File: config.mk
export PLATFORM = sky130hd
export DESIGN_NAME = card_hand_datapath
export DESIGN_NICKNAME = d
export VERILOG_FILES = /design/src/rtl/card_hand_datapath.sv
export SDC_FILE = /design/constraint.sdc
export NUM_CORES = 1
export LEC_CHECK = 0
export BUFFER_PORTS_ARGS = -buffer_cell sky130_fd_sc_hd__buf_2
export CORE_UTILIZATION = 45
export CTS_CLUSTER_DIAMETER = 80
export DETAILED_ROUTE_END_ITERATION = 10
export PLACE_DENSITY = 0.79
export REMOVE_ABC_BUFFERS = 1
export SLEW_MARGIN = 20
export SYNTH_ARGS = -nofsm -noshare
export SYNTH_HDL_FRONTEND = slang
export SYNTH_SLANG_ARGS = --single-unit
File: constraint.sdc
create_clock -name slow_clock -period 4 [get_ports slow_clock]
set_input_delay 0.2 -clock slow_clock [delete_from_list [all_inputs] [get_ports slow_clock]]
set_output_delay 0.2 -clock slow_clock [all_outputs]
set_load 0.02 [all_outputs]
File: src/rtl/card_hand_datapath.sv
// card_hand_datapath: baccarat hand datapath with card source, six slots, scoring and deal count.
// Ports: slow_clock/resetb (async active-low), six load strobes, six slot ranks, pcard3,
// pscore/dscore (0..9), cards_dealt (saturating 0..6), sticky multi_load_err.
// Build option CARD_LFSR_SHUFFLE_EN replaces the 1..NUM_RANKS counter with a 16-bit Galois LFSR source.
module card_hand_datapath #(
  parameter int NUM_RANKS = 13,
  parameter int FACE_MIN  = 10
) (
  input  logic       slow_clock,
  input  logic       resetb,
  input  logic       load_pcard1,
  input  logic       load_pcard2,
  input  logic       load_pcard3,
  input  logic       load_dcard1,
  input  logic       load_dcard2,
  input  logic       load_dcard3,
  output logic [3:0] pcard1_out,
  output logic [3:0] pcard2_out,
  output logic [3:0] pcard3_out,
  output logic [3:0] dcard1_out,
  output logic [3:0] dcard2_out,
  output logic [3:0] dcard3_out,
  output logic [3:0] pcard3,
  output logic [3:0] pscore,
  output logic [3:0] dscore,
  output logic [2:0] cards_dealt,
  output logic       multi_load_err
);
  localparam logic [3:0] NR = 4'(NUM_RANKS);
  localparam logic [3:0] FM = 4'(FACE_MIN);
  logic [3:0] rank;
  logic [3:0] p1_q, p2_q, p3_q, d1_q, d2_q, d3_q;
  logic [2:0] cnt_q, cnt_d;
  logic       err_q;
  logic [5:0] ld;
  logic       any_ld, multi;
  // Strobes packed in priority order, most significant first.
  assign ld     = {load_pcard1, load_dcard1, load_pcard2, load_dcard2, load_pcard3, load_dcard3};
  assign any_ld = |ld;
  // Clearing the lowest set bit leaves something only when two or more strobes are high.
  assign multi  = (ld & (ld - 6'd1)) != 6'd0;
  assign cnt_d  = (any_ld && cnt_q != 3'd6) ? cnt_q + 3'd1 : cnt_q;
`ifdef CARD_LFSR_SHUFFLE_EN
  logic [15:0] lfsr_q, lfsr_d;
  logic [3:0]  last_q;
  assign lfsr_d = lfsr_q[0] ? ((lfsr_q >> 1) ^ 16'hB400) : (lfsr_q >> 1);
  // Out-of-range nibbles repeat the last valid rank so the presented rank stays 1..NUM_RANKS.
  assign rank   = (lfsr_q[3:0] < NR) ? lfsr_q[3:0] + 4'd1 : last_q;
  always_ff @(posedge slow_clock or negedge resetb)
    if (!resetb) begin
      lfsr_q <= 16'hACE1;
      last_q <= 4'd1;
    end else begin
      lfsr_q <= lfsr_d;
      last_q <= rank;
    end
`else
  logic [3:0] src_q, src_d;
  assign src_d = (src_q == NR) ? 4'd1 : src_q + 4'd1;
  assign rank  = src_q;
  always_ff @(posedge slow_clock or negedge resetb)
    if (!resetb) src_q <= 4'd1;
    else src_q <= src_d;
`endif
  always_ff @(posedge slow_clock or negedge resetb)
    if (!resetb) begin
      {p1_q, p2_q, p3_q, d1_q, d2_q, d3_q} <= '0;
      cnt_q <= 3'd0;
      err_q <= 1'b0;
    end else begin
      if (load_pcard1) p1_q <= rank;
      else if (load_dcard1) d1_q <= rank;
      else if (load_pcard2) p2_q <= rank;
      else if (load_dcard2) d2_q <= rank;
      else if (load_pcard3) p3_q <= rank;
      else if (load_dcard3) d3_q <= rank;
      cnt_q <= cnt_d;
      err_q <= err_q | multi;
    end
  function automatic logic [3:0] pts(input logic [3:0] r);
    return (r >= FM) ? 4'd0 : r;
  endfunction
  // Sum peaks at 27, so one of two conditional subtractions gives mod 10.
  function automatic logic [3:0] score(input logic [3:0] a, input logic [3:0] b, input logic [3:0] c);
    logic [4:0] s;
    s = 5'(pts(a)) + 5'(pts(b)) + 5'(pts(c));
    return (s >= 5'd20) ? 4'(s - 5'd20) : (s >= 5'd10) ? 4'(s - 5'd10) : s[3:0];
  endfunction
  assign pcard1_out     = p1_q;
  assign pcard2_out     = p2_q;
  assign pcard3_out     = p3_q;
  assign dcard1_out     = d1_q;
  assign dcard2_out     = d2_q;
  assign dcard3_out     = d3_q;
  assign pcard3         = p3_q;
  assign pscore         = score(p1_q, p2_q, p3_q);
  assign dscore         = score(d1_q, d2_q, d3_q);
  assign cards_dealt    = cnt_q;
  assign multi_load_err = err_q;
endmodule

==> results_tabular.tex <==
\begin{tabular}{lr}
\hline
Metric & Value \\
\hline
\multicolumn{2}{l}{\textbf{Outcome}} \\
\quad Outcome & finished, final reports clean \\
\multicolumn{2}{l}{\textbf{Timing}} \\
\quad Measured slew at the worst slew-check pin & 0.701 ns \\
\quad Setup repair after global routing missed its margin & false \\
\quad Max Clock Skew & 0.00678 ns \\
\quad Time the final worst path needs with I/O delays and setup & 3.70 ns \\
\quad Share of the cycle needed by the critical path after routing & 92.5\% \\
\quad Achievable clock frequency & 0.270 GHz \\
\quad Relative max-transition margin & 53.2\% \\
\quad Final slew viol count & 0 \\
\quad Worst Hold Slack & 0.247 ns \\
\quad Hold Violations, Final & 0 \\
\quad Number of setup violations in the final report & 0 \\
\quad Total Negative Setup Slacks & 0 ns \\
\multicolumn{2}{l}{\textbf{Clocking}} \\
\quad CTS tree & built \\
\quad Clock transition at path regs & 0.06 ns \\
\quad Clock latency on the worst-skew pair & 0.28 ns \\
\quad Number of clock sinks & 32 \\
\quad Clk buf depth & 2 \\
\quad Number of H-tree levels & 2 \\
\quad Number of clock buffers inserted by TritonCTS & 5 \\
\quad Clk root buf & sky130\_fd\_sc\_hd\_\_clkbuf\_8 \\
\multicolumn{2}{l}{\textbf{Place}} \\
\quad Routability-driven placement congestion ratio & 0.793 \\
\quad HPWL after DPL & 3280 um \\
\quad Count of port buffers added during placement & 47 \\
\quad Number of placed cells counting well taps & 312 \\
\multicolumn{2}{l}{\textbf{Synthesis}} \\
\quad Multiplexer area fraction after synthesis & 14.7\% \\
\quad Complex-gate fraction of the synthesized area & 8.48\% \\
\quad Number of unique standard cell types used by synthesis & 36 \\
\quad Xor and xnor fraction of the mapped netlist area & 2.79\% \\
\quad Post-Synth Adder-Cell Area & 17.5\% \\
\quad Flip-flop and latch count after synthesis & 32 \\
\quad Post-synthesis simple-gate area fraction & 15.3\% \\
\quad Area of the mapped netlist & 2200 um\^{}2 \\
\quad Syn Inst Count & 207 \\
\quad Count of flip-flops with a built-in enable after synthesis & 0 \\
\quad Ys flop type & sky130\_fd\_sc\_hd\_\_dfrtp\_1 \\
\quad Warnings from Yosys & 0 \\
\quad Sequential cell area fraction in the yosys report & 36.5\% \\
\quad Share of synthesized flip-flops with an asynchronous set or reset & 100\% \\
\quad Main combinational cell family by area after synthesis & adder cells \\
\quad Post-Syn Area per Cell & 10.6 um\^{}2 \\
\multicolumn{2}{l}{\textbf{Flow run}} \\
\quad Count of maximum capacitance violations & 0 \\
\multicolumn{2}{l}{\textbf{Power}} \\
\quad Share of total power in combinational logic & 61.1\% \\
\quad Fraction of power consumed by sequential logic & 25.4\% \\
\quad Leakage power total & 1.25 nW \\
\quad Clk pwr share & 13.5\% \\
\quad Peak VDD IR & 0.330 mV \\
\quad Switching Power & 782 uW \\
\quad Switching share of total power & 45.9\% \\
\quad Internal Dissipation & 920 uW \\
\quad Power density relative to cell area & 666 nW/um\^{}2 \\
\multicolumn{2}{l}{\textbf{Floorplanning}} \\
\quad Effective utilization at floorplan & 46.5\% \\
\quad Area of the die & 5170 um\^{}2 \\
\quad Count of pins on the block boundary & 48 \\
\quad Num rows & 25 \\
\quad Core outline area & 4720 um\^{}2 \\
\quad Die Wd & 71.9 um \\
\quad Die outline height & 71.9 um \\
\multicolumn{2}{l}{\textbf{Final layout}} \\
\quad Signed area change from the synthesized netlist to the final layout & 16.3\% \\
\quad Leading cell type in the layout, fill and taps excluded & sky130\_fd\_sc\_hd\_\_buf\_2 \\
\quad Storage element area & 802 um\^{}2 \\
\quad Layout Nets & 285 \\
\quad Number of fill cells & 437 \\
\quad Area taken by multi-input logic gates & 1290 um\^{}2 \\
\quad Highest-count cells in the layout ignoring fill and taps & sky130\_fd\_sc\_hd\_\_buf\_2, sky130\_fd\_sc\_hd\_\_dfrtp\_1, sky130\_fd\_sc\_hd\_\_mux2\_2, sky130\_fd\_sc\_hd\_\_o21ai\_0 \\
\quad Fraction of layout cells with a size suffix above 1 & 32.7\% \\
\quad Antenna diodes & 0 \\
\quad Count of non-filler cells in the finished layout & 321 \\
\multicolumn{2}{l}{\textbf{Worst setup path}} \\
\quad Count of cells along the worst register-to-register path & 6 \\
\quad Data arrival time of the critical path & 3.50 ns \\
\quad Reg-to-reg critical path endpoint & cards\_dealt[1] \\
\quad Required time of the critical path & 3.80 ns \\
\quad Critical-path cell list & o21ai\_0, and2\_1, fa\_1, ha\_1, fa\_1, xor2\_1, inv\_1, ha\_1, a211o\_1, or3\_1, o211a\_1, buf\_2 \\
\quad Register-to-Register Setup Slack & 2.89 ns \\
\quad Worst setup path category & flop to output port \\
\quad Critical path's slowest cell & sky130\_fd\_sc\_hd\_\_dfrtp\_1 \\
\quad Startpoint class of the critical path & flop \\
\quad Startpoint of the lowest-slack register-to-register path & cards\_dealt[0] \\
\quad Maximum fanout count along the critical path & 6 \\
\quad Element type at the critical path end & output port \\
\quad Delay of the slowest cell on the worst path & 0.42 ns \\
\multicolumn{2}{l}{\textbf{Global routing}} \\
\quad Total congestion overflow & 0 \\
\quad Largest net degree at the start of global routing & 33 \\
\quad Global-route wire length before repair & 7140 um \\
\quad Total Routing Usage GR & 18.0\% \\
\quad Number of antenna violations at the first check in global routing & 0 \\
\quad Number of global-route vias before repair & 1563 \\
\multicolumn{2}{l}{\textbf{Worst hold path}} \\
\quad Startpoint of the worst hold path & load\_dcard3 \\
\quad Number of cells traversed by the worst hold path & 3 \\
\quad Min-Delay Endpoint & multi\_load\_err \\
\quad Path category of the worst min-delay check & primary input to flop \\
\multicolumn{2}{l}{\textbf{Routing}} \\
\quad Vias/cell & 4.98 \\
\quad Iter 0 DRT Violations & 47 \\
\quad Routed WL per cell & 13.1 um \\
\quad Via count of the routed design & 1598 \\
\quad Antenna-violating nets left & 0 \\
\quad Drt pass-1 iters & 4 \\
\quad DRC errors left & 0 \\
\quad Detailed-route wire length & 4210 um \\
\hline
\end{tabular}
[sequential cells by signal, indices dropped and copies added, names as in the netlist]
name,count
cards_dealt,3
dcard1_out,4
dcard2_out,4
dcard3_out,4
multi_load_err,1
pcard1_out,4
pcard2_out,4
pcard3,4
rank,4
[through the flow]
| step | setup slack, ns | utilization [%] | area (um^2) | power, mW |
|---|---|---|---|---|
| 3_5_place_dp | 0.443 | 52.2 | 2460 | 1.48 |
| 6_report | 0.300 | 54.1 | 2560 | 1.70 |
| 4_1_cts | 0.148 | 54.1 | 2560 | 1.71 |
| 3_3_place_gp | 0.581 | 52.2 | 2460 | 1.44 |
| 2_1_floorplan | 0.388 | - | 2150 | 1.20 |
| 5_1_grt | 0.0473 | 54.1 | 2560 | 1.86 |
[logic make-up after synthesis]
group	count (synthesis)
muxes	28
and+or+nand+nor	59
AOI/OAI and AO/OA	33
xor gates and xnor gates	7
DFF	32
buffers and inverters	23
adders and majority gates	25
[what timing repair did]
action | 4_1_cts | 5_1_grt
endpoints found under the hold margin | 25 | 0
gates resized for setup | 0 | 1
setup buffers | 0 | 0
hold buffers | 1 | 0
endpoints found under the setup margin | 0 | 1
[synthesized netlist by cell type, types with 3 or more instances]
master / instances / area [um^2]
sky130_fd_sc_hd__clkbuf_1: 4 / 15.0
sky130_fd_sc_hd__buf_4: 5 / 37.5
sky130_fd_sc_hd__mux2_4: 3 / 45.0
sky130_fd_sc_hd__nor2_1: 9 / 33.8
sky130_fd_sc_hd__a21oi_1: 9 / 45.0
sky130_fd_sc_hd__and2_1: 6 / 37.5
sky130_fd_sc_hd__nor2b_1: 14 / 87.6
sky130_fd_sc_hd__dfrtp_1: 31 / 776
sky130_fd_sc_hd__ha_1: 14 / 175
sky130_fd_sc_hd__xnor2_1: 5 / 43.8
sky130_fd_sc_hd__nand2_1: 14 / 52.6
sky130_fd_sc_hd__inv_1: 13 / 48.8
sky130_fd_sc_hd__nand2b_1: 3 / 18.8
sky130_fd_sc_hd__nor3_1: 5 / 25.0
sky130_fd_sc_hd__fa_1: 10 / 200
sky130_fd_sc_hd__o21ai_0: 17 / 85.1
sky130_fd_sc_hd__mux2i_1: 3 / 30.0
sky130_fd_sc_hd__mux2_2: 21 / 236
[metal layers]
| layer | wire [um] | global-route usage, % | vias up |
|---|---|---|---|
| met4 | 38 | 5.23 | 0 |
| li1 | - | - | 791 |
| met5 | 0 | 0 | - |
| met3 | 117 | 3.47 | 5 |
| met1 | 1890 | 23.1 | 776 |
| met2 | 2170 | 31.0 | 26 |
[power by group through the flow]
| stage | combinational, mW | sequential, mW | clock (mW) |
|---|---|---|---|
| final | 1.04 | 0.431 | 0.230 |
| after global routing | 1.17 | 0.443 | 0.250 |
| after CTS | 1.04 | 0.432 | 0.238 |
| after detailed placement | 1.04 | 0.438 | 0 |
| after global placement | 1.00 | 0.435 | 0 |
| after floorplan | 0.694 | 0.503 | 0 |
[worst max path at each step]
stage,start,to,slack [ns]
floorplan,pcard3[3],pscore[3],0.39
global placement,pcard2_out[3],pscore[1],0.58
detailed placement,pcard1_out[3],pscore[1],0.44
CTS,pcard1_out[3],pscore[1],0.15
global route,dcard1_out[3],dscore[2],0.05
finish,dcard1_out[3],dscore[2],0.30
[layout make-up]
type	instances	area share (%)
multi-input combinational	152	50.5
tap	67	3.28
clock inverter	1	0.196
timing repair buffer	48	9.59
inverter	14	2.06
clock buffer	7	2.99
sequential	32	31.4
[critical path: cells and delay by family, from the launching register on]
kind                     cells  cell delay, ns
buffers and inverters        2            0.26
AND/OR/NAND/NOR              2            0.51
XOR/XNOR                     1            0.28
adder cells (fa/ha/maj)      4            1.23
flip-flops                   1            0.42
AO/OA/AOI/OAI                3            0.52
Note: power is estimated with default switching activity, not from simulation.
